==> src/rtl/fetch_pkg.sv <==
// Shared types and helpers for the fetch-stage PC controller.
// Defines the FSM states, the next-PC source encoding and the instruction-size increment.
package fetch_pkg;

    typedef enum logic [1:0] {
        BOOT,
        RUN,
        HALT
    } fetch_state_t;

    typedef enum logic [1:0] {
        SRC_EXC,
        SRC_BR,
        SRC_PEND,
        SRC_SEQ
    } fetch_src_t;

    localparam int unsigned DEFAULT_ALIGN_BITS = 2;
    localparam int unsigned PC_INC             = 1 << DEFAULT_ALIGN_BITS;

    function automatic int unsigned pc_inc(input int unsigned align_bits);
        return 1 << align_bits;
    endfunction

    // Exception beats a live redirect, which beats a parked one.
    function automatic fetch_src_t select_src(input logic exc, input logic br, input logic pend);
        if (exc) begin
            return SRC_EXC;
        end else if (br) begin
            return SRC_BR;
        end else if (pend) begin
            return SRC_PEND;
        end
        return SRC_SEQ;
    endfunction

endpackage

==> src/rtl/pc_redirect_hold.sv <==
// Parks a redirect target that arrives while fetch cannot advance.
// A parked exception target is never replaced by a later branch redirect.
module pc_redirect_hold #(
    parameter int unsigned     ADDR_W = 32,
    parameter logic [ADDR_W-1:0] EXC_PC = '0
) (
    input  logic              i_clk,
    input  logic              i_rst_n,
    input  logic              i_clear,
    input  logic              i_park,
    input  logic              i_exc_valid,
    input  logic              i_redirect_valid,
    input  logic [ADDR_W-1:0] i_redirect_pc,
    output logic              o_pend_valid,
    output logic [ADDR_W-1:0] o_pend_pc
);

    logic              r_pend_valid;
    logic [ADDR_W-1:0] r_pend_pc;
    logic              r_pend_is_exc;

    always_ff @(posedge i_clk or negedge i_rst_n) begin
        if (!i_rst_n) begin
            r_pend_valid  <= 1'b0;
            r_pend_pc     <= '0;
            r_pend_is_exc <= 1'b0;
        end else if (i_clear) begin
            r_pend_valid  <= 1'b0;
            r_pend_is_exc <= 1'b0;
        end else if (i_park) begin
            if (i_exc_valid) begin
                r_pend_valid  <= 1'b1;
                r_pend_pc     <= EXC_PC;
                r_pend_is_exc <= 1'b1;
            end else if (i_redirect_valid && !(r_pend_valid && r_pend_is_exc)) begin
                r_pend_valid  <= 1'b1;
                r_pend_pc     <= i_redirect_pc;
                r_pend_is_exc <= 1'b0;
            end
        end
    end

    assign o_pend_valid = r_pend_valid;
    assign o_pend_pc    = r_pend_pc;

endmodule

==> src/rtl/pc_fetch_ctrl.sv <==
// Fetch-stage PC controller: BOOT/RUN/HALT FSM, next-PC priority mux and the pc_f register.
// Redirects that cannot be taken immediately are parked in pc_redirect_hold.
module pc_fetch_ctrl
    import fetch_pkg::*;
#(
    parameter int unsigned ADDR_W     = 32,
    parameter logic [31:0] RESET_PC   = 32'h0040_0030,
    parameter logic [31:0] EXC_VECTOR = 32'h8000_0180,
    parameter int unsigned ALIGN_BITS = 2
) (
    input  logic              i_clk,
    input  logic              i_rst_n,
    input  logic              i_stall_f,
    input  logic              i_halt_req,
    input  logic              i_redirect_valid,
    input  logic [ADDR_W-1:0] i_redirect_pc,
    input  logic              i_exc_valid,
    input  logic              i_imem_ready,
    output logic              o_imem_req,
    output logic [ADDR_W-1:0] o_imem_addr,
    output logic [ADDR_W-1:0] o_pc_f,
    output logic [ADDR_W-1:0] o_pc_plus_f,
    output logic              o_fetch_valid_f,
    output logic              o_halted
);

    localparam logic [ADDR_W-1:0] ALIGN_MASK = {ADDR_W{1'b1}} << ALIGN_BITS;
    localparam logic [ADDR_W-1:0] RESET_PC_A = ADDR_W'(RESET_PC) & ALIGN_MASK;
    localparam logic [ADDR_W-1:0] EXC_PC_A   = ADDR_W'(EXC_VECTOR) & ALIGN_MASK;
    localparam logic [ADDR_W-1:0] INC        = ADDR_W'(pc_inc(ALIGN_BITS));

    fetch_state_t      r_state;
    logic [ADDR_W-1:0] r_pc;
    logic              r_imem_req;
    logic              r_halted;

    logic              w_adv;
    logic              w_run;
    logic              w_clear;
    logic              w_park;
    logic              w_pend_valid;
    logic [ADDR_W-1:0] w_pend_pc;
    logic [ADDR_W-1:0] w_redirect_pc_a;
    logic [ADDR_W-1:0] w_pc_plus;
    logic [ADDR_W-1:0] w_target;
    fetch_src_t        w_src;

    assign w_adv           = i_imem_ready & ~i_stall_f;
    assign w_run           = (r_state == RUN);
    assign w_clear         = w_run & w_adv;
    // BOOT never advances, so anything arriving there is parked like a stalled RUN cycle.
    assign w_park          = (r_state == BOOT) | (w_run & ~w_adv);
    assign w_redirect_pc_a = i_redirect_pc & ALIGN_MASK;
    assign w_pc_plus       = r_pc + INC;
    assign w_src           = select_src(i_exc_valid, i_redirect_valid, w_pend_valid);

    always_comb begin
        w_target = w_pc_plus;
        unique case (w_src)
            SRC_EXC:  w_target = EXC_PC_A;
            SRC_BR:   w_target = w_redirect_pc_a;
            SRC_PEND: w_target = w_pend_pc;
            SRC_SEQ:  w_target = w_pc_plus;
            default:  w_target = w_pc_plus;
        endcase
    end

    pc_redirect_hold #(
        .ADDR_W (ADDR_W),
        .EXC_PC (EXC_PC_A)
    ) u_hold (
        .i_clk            (i_clk),
        .i_rst_n          (i_rst_n),
        .i_clear          (w_clear),
        .i_park           (w_park),
        .i_exc_valid      (i_exc_valid),
        .i_redirect_valid (i_redirect_valid),
        .i_redirect_pc    (w_redirect_pc_a),
        .o_pend_valid     (w_pend_valid),
        .o_pend_pc        (w_pend_pc)
    );

    always_ff @(posedge i_clk or negedge i_rst_n) begin
        if (!i_rst_n) begin
            r_state    <= BOOT;
            r_pc       <= RESET_PC_A;
            r_imem_req <= 1'b0;
            r_halted   <= 1'b0;
        end else begin
            case (r_state)
                BOOT: begin
                    r_state    <= RUN;
                    r_imem_req <= 1'b1;
                end
                RUN: begin
                    if (w_adv) begin
                        r_pc <= w_target;
                        // Halt only on a clean sequential step so no redirect is lost.
                        if (i_halt_req && (w_src == SRC_SEQ)) begin
                            r_state    <= HALT;
                            r_imem_req <= 1'b0;
                            r_halted   <= 1'b1;
                        end
                    end
                end
                HALT: begin
                    if (i_exc_valid || i_redirect_valid) begin
                        r_pc       <= w_target;
                        r_state    <= RUN;
                        r_imem_req <= 1'b1;
                        r_halted   <= 1'b0;
                    end
                end
                default: begin
                    r_state    <= BOOT;
                    r_imem_req <= 1'b0;
                    r_halted   <= 1'b0;
                end
            endcase
        end
    end

    assign o_imem_req      = r_imem_req;
    assign o_imem_addr     = r_pc;
    assign o_pc_f          = r_pc;
    assign o_pc_plus_f     = w_pc_plus;
    assign o_halted        = r_halted;
    assign o_fetch_valid_f = w_run & w_adv & ~w_pend_valid & ~i_exc_valid & ~i_redirect_valid;

endmodule

==> config.mk <==
export PLATFORM = sky130hd
export DESIGN_NAME = pc_fetch_ctrl
export DESIGN_NICKNAME = d
export VERILOG_FILES = /design/src/rtl/fetch_pkg.sv /design/src/rtl/pc_redirect_hold.sv /design/src/rtl/pc_fetch_ctrl.sv
export SDC_FILE = /design/constraint.sdc
export NUM_CORES = 1
export LEC_CHECK = 0
export CORE_UTILIZATION = 47
export CTS_CLUSTER_DIAMETER = 80
export DETAILED_ROUTE_END_ITERATION = 6
export PLACE_DENSITY = 0.82
export SETUP_SLACK_MARGIN = 0.4
export SLEW_MARGIN = 20
export SYNTH_ARGS = -nofsm -noshare
export SYNTH_HDL_FRONTEND = slang
export SYNTH_SLANG_ARGS = --single-unit
==> constraint.sdc <==
create_clock -name i_clk -period 3.05 [get_ports i_clk]
set_input_delay 0.915 -clock i_clk [delete_from_list [all_inputs] [get_ports i_clk]]
set_output_delay 0.915 -clock i_clk [all_outputs]
set_load 0.02 [all_outputs]
==> run_results.csv, run 1 <==
group,metric,value,unit
logic_synthesis,yosysUniqueCellTypes,55,
final_layout,area_growth,60.8,%
final_layout,n_fill_cell,530,
clocking,cts_tree,"yes",
hold_path,hp-class,"in -> async",
logic_synthesis,netlist_area,0.00419,mm2
logic_synthesis,yosysMostFrequentCell,"dfrtp_1",
power,p_clk_share,24.6,%
timing,setup_slack,-0.105,ns
timing,period_needed,3.16,ns
worst_setup_path,cp-end-kind,"primary output",
routing,drc_errors,0,
timing,relSlewSlack,52.8,%
clocking,ctsLongestPathBuffers,2,
floorplan,die_area,0.00930,mm2
logic_synthesis,synthFlopType,"dfrtp_1",
timing,rsz0062_at_grt,"true",
routing,dr.pass1.iters,7,
logic_synthesis,yosysTopAreaCellShare,37.0,%
timing,min_period_over_period,103,%
power,fin_total_pwr,2.82,mW
power,pwr-share-seq,37.2,%
worst_setup_path,cp_max_fo,3,
outcome,status,"complete, but fails checks",
logic_synthesis,synthTopCellsByCount,"dfrtp_1 (62), nand2_1 (56), o21ai_0 (53)",
placed_design,routabilityCongestion,0.909,
logic_synthesis,ys_seq_elements,65,
floorplan,initial_core_util,48.3,%
logic_synthesis,synth_largest_area_cell,"dfrtp_1",
logic_synthesis,syn_area_per_cell,8.36,um2
worst_setup_path,critPathKind,"reg -> out",
timing,finClkSkew,0.0164,ns
final_layout,n_antenna_cell,0,
power,p_leak,3.12,nW
clocking,hold_buffers,0,
floorplan,core,0.00868,mm2
final_layout,postLayoutCellArea,0.00674,mm2
timing,tightest_slew,0.707,ns
routing,ant_nets,0,
global_route,grt_max_degree,47,
floorplan,dieHeight,96.4,um
global_route,antenna_found_initial,0,
logic_synthesis,synthArstFlopShare,100,%
final_layout,layout-drive-gt1-share,32.8,%
worst_setup_path,arrival,2.24,ns
worst_setup_path,start_kind,"register",
placed_design,hpwlAfterDp,9.00,mm
floorplan,rows,34,
final_layout,fin_nets,722,
placed_design,place_ws,-0.732,ns
clocking,htreeDepth,3,
power,ir_drop,0.267,mV
power,p_int,1.79,mW
timing,clock.fmax,317,MHz
floorplan,io_pins,138,
global_route,groute.usage.overall,30.4,%
timing,hold_viol,0,
clocking,clk_pin_slew,0.07,ns
clocking,cts_buffers,9,
routing,routed_wl,15.6,mm
routing,drt_first_iter_violations,474,
clocking,clock_latency,0.35,ns
routing,wl_per_cell,19.6,um
global_route,grt_pass1_vias,4217,
floorplan,die_w,96.4,um
logic_synthesis,syn_inst,501,
logic_synthesis,synth_edf_count,0,
timing,setup_viol,7,
clocking,cts-root-buf,"clkbuf_8",
final_layout,post-route-util,77.6,%
global_route,grt-ovfl-total,0,
logic_synthesis,ys_seq_area_share,38.9,%
power,share_comb_of_total_power,38.2,%
clocking,numClockSinks,65,
global_route,grt_first_pass_wirelength,21.3,mm
timing,maxSlewViolCount,0,
logic_synthesis,yosys_warnings,0,
timing,timing.hold.ws,0.392,ns
power,swShare,36.4,%
routing,vias,4807,
placed_design,numPortBuffers,129,
placed_design,placed_cell_area,0.00590,mm2
flow_run,cap_violations,0,
outcome,violations,"negative setup slack",
worst_setup_path,crit_required,2.13,ns
power,pwr_density_cell,418,mW/mm2
power,switchingPower,1.03,mW
logic_synthesis,synth.area.top_cells,"dfrtp_1 (37%), buf_4 (6.6%), o21ai_0 (6.3%), nand2_1 (5.0%), nand2b_1 (4.3%)",
routing,routed_via_density,6.05,
==> kinds of logic after synthesis <==
family / Yosys count / synth area share (%)
DFF: 65 / 38.9
adders and majority gates: 1 / 0.299
muxes: 2 / 0.508
buffers and inverters: 85 / 11.1
xor gates and xnor gates: 28 / 5.85
AOI/OAI and AO/OA: 141 / 21.8
and+or+nand+nor: 178 / 21.4
other: 1 / 0.0895
==> per-stage QoR <==
stage,instances,TNS (ns)
6_report,795,-0.275
5_1_grt,795,-0.906
2_1_floorplan,506,0
4_1_cts,780,-0.00769
3_5_place_dp,737,-2.34
3_3_place_gp,737,-1.78
==> power by group through the flow <==
stage,combinational (mW),clock [mW],sequential [mW]
global placement,1.01,0,1.05
CTS,1.03,0.675,1.04
global route,1.14,0.733,1.06
finish,1.08,0.692,1.05
detailed placement,1.03,0,1.05
floorplan,0.492,0,1.14
==> cell type report <==
cell class	instances	area, um2	share of cell area, %
well taps	108	135	2.01
multi-input cells	356	2550	37.8
clock inverters	3	15.0	0.223
repair buffers	241	2200	32.6
flip-flops and latches	65	1640	24.3
clock buffers	13	159	2.36
inverters	9	41.3	0.613
==> sequential cells by signal, summed over array words and instances, names as in the netlist <==
name	cells
u_hold.o_pend_valid	1
o_imem_addr	30
r_state	2
o_halted	1
u_hold.r_pend_is_exc	1
u_hold.o_pend_pc	30
==> critical path: stages (launching register included) <==
cell and delay [ns]:
dfstp_2 0.57, nand4_1 0.24, nor2_4 0.25, nand3_2 0.12, or3b_4 0.43, xnor2_4 0.14
buf_6 0.14
==> per-layer routing <==
| metal | GRT usage (%) | vias to the layer above | wire length [um] |
|---|---|---|---|
| met4 | 12.4 | 0 | 741 |
| met5 | 0 | - | 0 |
| met2 | 52.3 | 354 | 7740 |
| met1 | 39.1 | 2284 | 5790 |
| li1 | - | 2091 | - |
| met3 | 3.52 | 78 | 1330 |
==> final timing paths <==
kind                                 startpoint              endpoint  slack (ns)  cells after the start
min reg2reg                u_hold.o_pend_pc[25]  u_hold.o_pend_pc[25]        0.48                      2
max reg2reg                      o_imem_addr[4]       o_imem_addr[22]        0.76                      9
max in group asynchronous               i_rst_n       o_imem_addr[18]        1.95                      2
min in group i_clk         u_hold.o_pend_pc[25]  u_hold.o_pend_pc[25]        0.48                      2
max                              o_imem_addr[4]       o_pc_plus_f[30]       -0.11                      6
min                                     i_rst_n   u_hold.o_pend_pc[7]        0.39                      1
==> what timing repair did <==
item	4_1_cts	5_1_grt
pin swaps	31	23
setup buffers	27	15
setup endpoints to repair	55	28
gates resized for setup	215	33
==> layout by cell type, fill, tap and decap left out, types with 7 or more instances in the layout <==
cell type,n
nand2b_1,29
nor2_1,27
buf_4,105
nand2_1,48
a22oi_1,14
buf_6,32
dfrtp_2,7
xor2_1,8
dfrtp_1,55
clkbuf_8,11
a21oi_1,15
nand4_1,9
inv_1,8
o21ai_0,53
o21ai_1,14
xnor2_2,14
clkdlybuf4s50_1,94
nand3_1,8
a31oi_1,7
(Power assumes the default switching activity.)
==> run 2: changes to the inputs <==
- CORE_ASPECT_RATIO: default -> 1.25
==> run 2 against run 1 <==
The run still ends with negative setup slack left. Design area is 1.3% higher. Global-route usage is 3.8 points higher. Core utilization is 1.2 points higher. Sequential share of layout area is 0.31 points lower. Clock power hardly changed. Worst hold slack better by 0.093 ns. Sequential power hardly changed. Critical path depth is 2 higher. Clock-buffer cell count is 2 higher. First-iteration DRC count is 43% higher. Via count is 7.2% higher. Worst setup slack worse by 0.14 ns. Critical endpoint is now o_pc_plus_f[31].
==> run_results.csv, run 2 (same netlist as run 1, synthesis figures left out) <==
group,metric,value,unit
global_route,grt_max_degree,61,
floorplan,io_pins,138,
floorplan,die_area,0.00930,mm2
final_layout,layout-drive-gt1-share,33.7,%
outcome,violations,"negative setup slack",
final_layout,fin_cells,821,
routing,dr.pass1.iters,6,
clocking,clk_pin_slew,0.08,ns
worst_setup_path,r2r_cells,10,
placed_design,dp.cells,748,
power,fin_total_pwr,2.87,mW
placed_design,numPortBuffers,129,
timing,clock.fmax,303,MHz
placed_design,hpwlAfterDp,9.14,mm
final_layout,fin_nets,736,
timing,finClkSkew,0.0134,ns
worst_setup_path,cp-end-kind,"primary output",
clocking,clock_latency,0.36,ns
final_layout,post-route-util,78.9,%
routing,drc_errors,0,
global_route,groute.usage.overall,34.2,%
worst_setup_path,crit_required,2.13,ns
final_layout,final_cell_mix,"buf_4 (125), clkdlybuf4s50_1 (94), dfrtp_1 (55), o21ai_0 (53), nand2_1 (48)",
timing,rsz0062_at_grt,"true",
routing,wl_per_cell,22.1,um
flow_run,cap_violations,0,
worst_setup_path,cp.depth,8,
final_layout,ff_latch_area,0.00164,mm2
placed_design,routabilityCongestion,0.892,
final_layout,n_antenna_cell,0,
clocking,ctsLongestPathBuffers,2,
global_route,grt_pass1_vias,4694,
worst_setup_path,start_kind,"register",
worst_setup_path,cp_max_fo,4,
routing,ant_nets,0,
clocking,cts-root-buf,"clkbuf_8",
timing,relSlewSlack,48.6,%
global_route,antenna_found_initial,0,
worst_setup_path,worstPathCellList,"nand4_1, buf_4, nor3_4, buf_6, nand2_4, nor2_4, xor2_2, buf_6",
routing,vias,5152,
timing,min_period_over_period,108,%
floorplan,initial_core_util,48.4,%
worst_setup_path,worst-path-buf-inv,3,
timing,setup_viol,10,
hold_path,hp-start,"u_hold.o_pend_pc[4]",
placed_design,placed_cell_area,0.00592,mm2
floorplan,die_w,86.5,um
worst_setup_path,rr_startpoint,"o_imem_addr[14]",
timing,hold_viol,0,
clocking,htreeDepth,3,
global_route,grt_first_pass_wirelength,24.2,mm
final_layout,multi_input_area,0.00253,mm2
final_layout,area_growth,62.9,%
floorplan,core,0.00865,mm2
timing,tns,-1.83,ns
floorplan,dieHeight,108,um
timing,maxSlewViolCount,0,
clocking,hold_buffers,0,
floorplan,rows,38,
worst_setup_path,critPathKind,"reg -> out",
power,ir_drop,0.336,mV
timing,period_needed,3.30,ns
power,p_leak,3.20,nW
worst_setup_path,crit_family,"simple AND/OR/NAND/NOR gates",
worst_setup_path,cpPeakStageDelay,0.46,ns
clocking,numClockSinks,65,
worst_setup_path,arrival,2.38,ns
timing,tightest_slew,0.770,ns
final_layout,postLayoutCellArea,0.00682,mm2
clocking,cts_tree,"yes",
worst_setup_path,r2r-end,"o_imem_addr[21]",
routing,routed_via_density,6.28,
worst_setup_path,rrSetupSlack,0.36,ns
worst_setup_path,cp_common_cell,"buf_6",
outcome,status,"complete, but fails checks",
timing,setup_slack,-0.245,ns
clocking,cts_buffers,9,
hold_path,hp-class,"reg -> reg",
routing,drt_first_iter_violations,676,
power,pwr_density_cell,421,mW/mm2
final_layout,final_common_cell,"buf_4",
worst_setup_path,crit_start,"o_imem_addr[14]",
worst_setup_path,slowest_stage,"dfrtp_1",
global_route,grt-ovfl-total,0,
worst_setup_path,critPathCapture,"o_pc_plus_f[31]",
routing,routed_wl,18.2,mm
final_layout,n_fill_cell,506,
-- run 2: final cells by class --
cell class,instances,area share (%)
Clock buffer,15,2.44
Clock inverter,1,0.0733
Inverter,9,0.605
Multi-Input combinational cell,356,37.0
Sequential cell,65,24.0
Tap cell,120,2.20
Timing Repair Buffer,255,33.6
-- run 2: worst min-delay path by stage --
stage / end / slack, ns / cells after the start
global route: u_hold.o_pend_pc[4] / 0.51 / 2
CTS: u_hold.o_pend_pc[15] / 0.49 / 2
global placement: u_hold.o_pend_pc[2] / 0.46 / 2
floorplan: u_hold.o_pend_pc[13] / 0.45 / 2
detailed placement: u_hold.o_pend_pc[4] / 0.47 / 2
finish: u_hold.o_pend_pc[4] / 0.49 / 2
-- run 2: report_power, final --
group,switching (mW),internal (mW)
Sequential,0.0948,0.967
Combinational,0.618,0.499
Clock,0.353,0.340
-- run 2: metrics by stage --
stage               setup slack (ns)  hold slack (ns)
finish                        -0.245            0.485
global route                  -0.376            0.511
CTS                           0.0153            0.487
detailed placement            -0.718            0.473
global placement              -0.685            0.464
floorplan                      0.185            0.449
-- run 2: tightest hold or removal path, delay by kind of cell, from the launching register on --
family	cells	cell delay [ns]
DFF	1	0.35
and+or+nand+nor	1	0.04
AOI/OAI and AO/OA	1	0.06
-- run 2: timing repair --
item                       in CTS  in global routing
gates resized for setup       202                 30
gates cloned                    0                  0
buffers inserted               35                 22
hold endpoints to repair        0                  0
setup endpoints to repair      56                 28
pin swaps                      34                 18
-- run 2: per-layer routing --
metal | vias up | wire length [um] | track usage [%]
met3 | 132 | 1630 | 5.98
li1 | 2115 | - | -
met4 | 0 | 1250 | 21.4
met2 | 439 | 9100 | 58.8
met1 | 2466 | 6170 | 39.0
met5 | - | 0 | 0
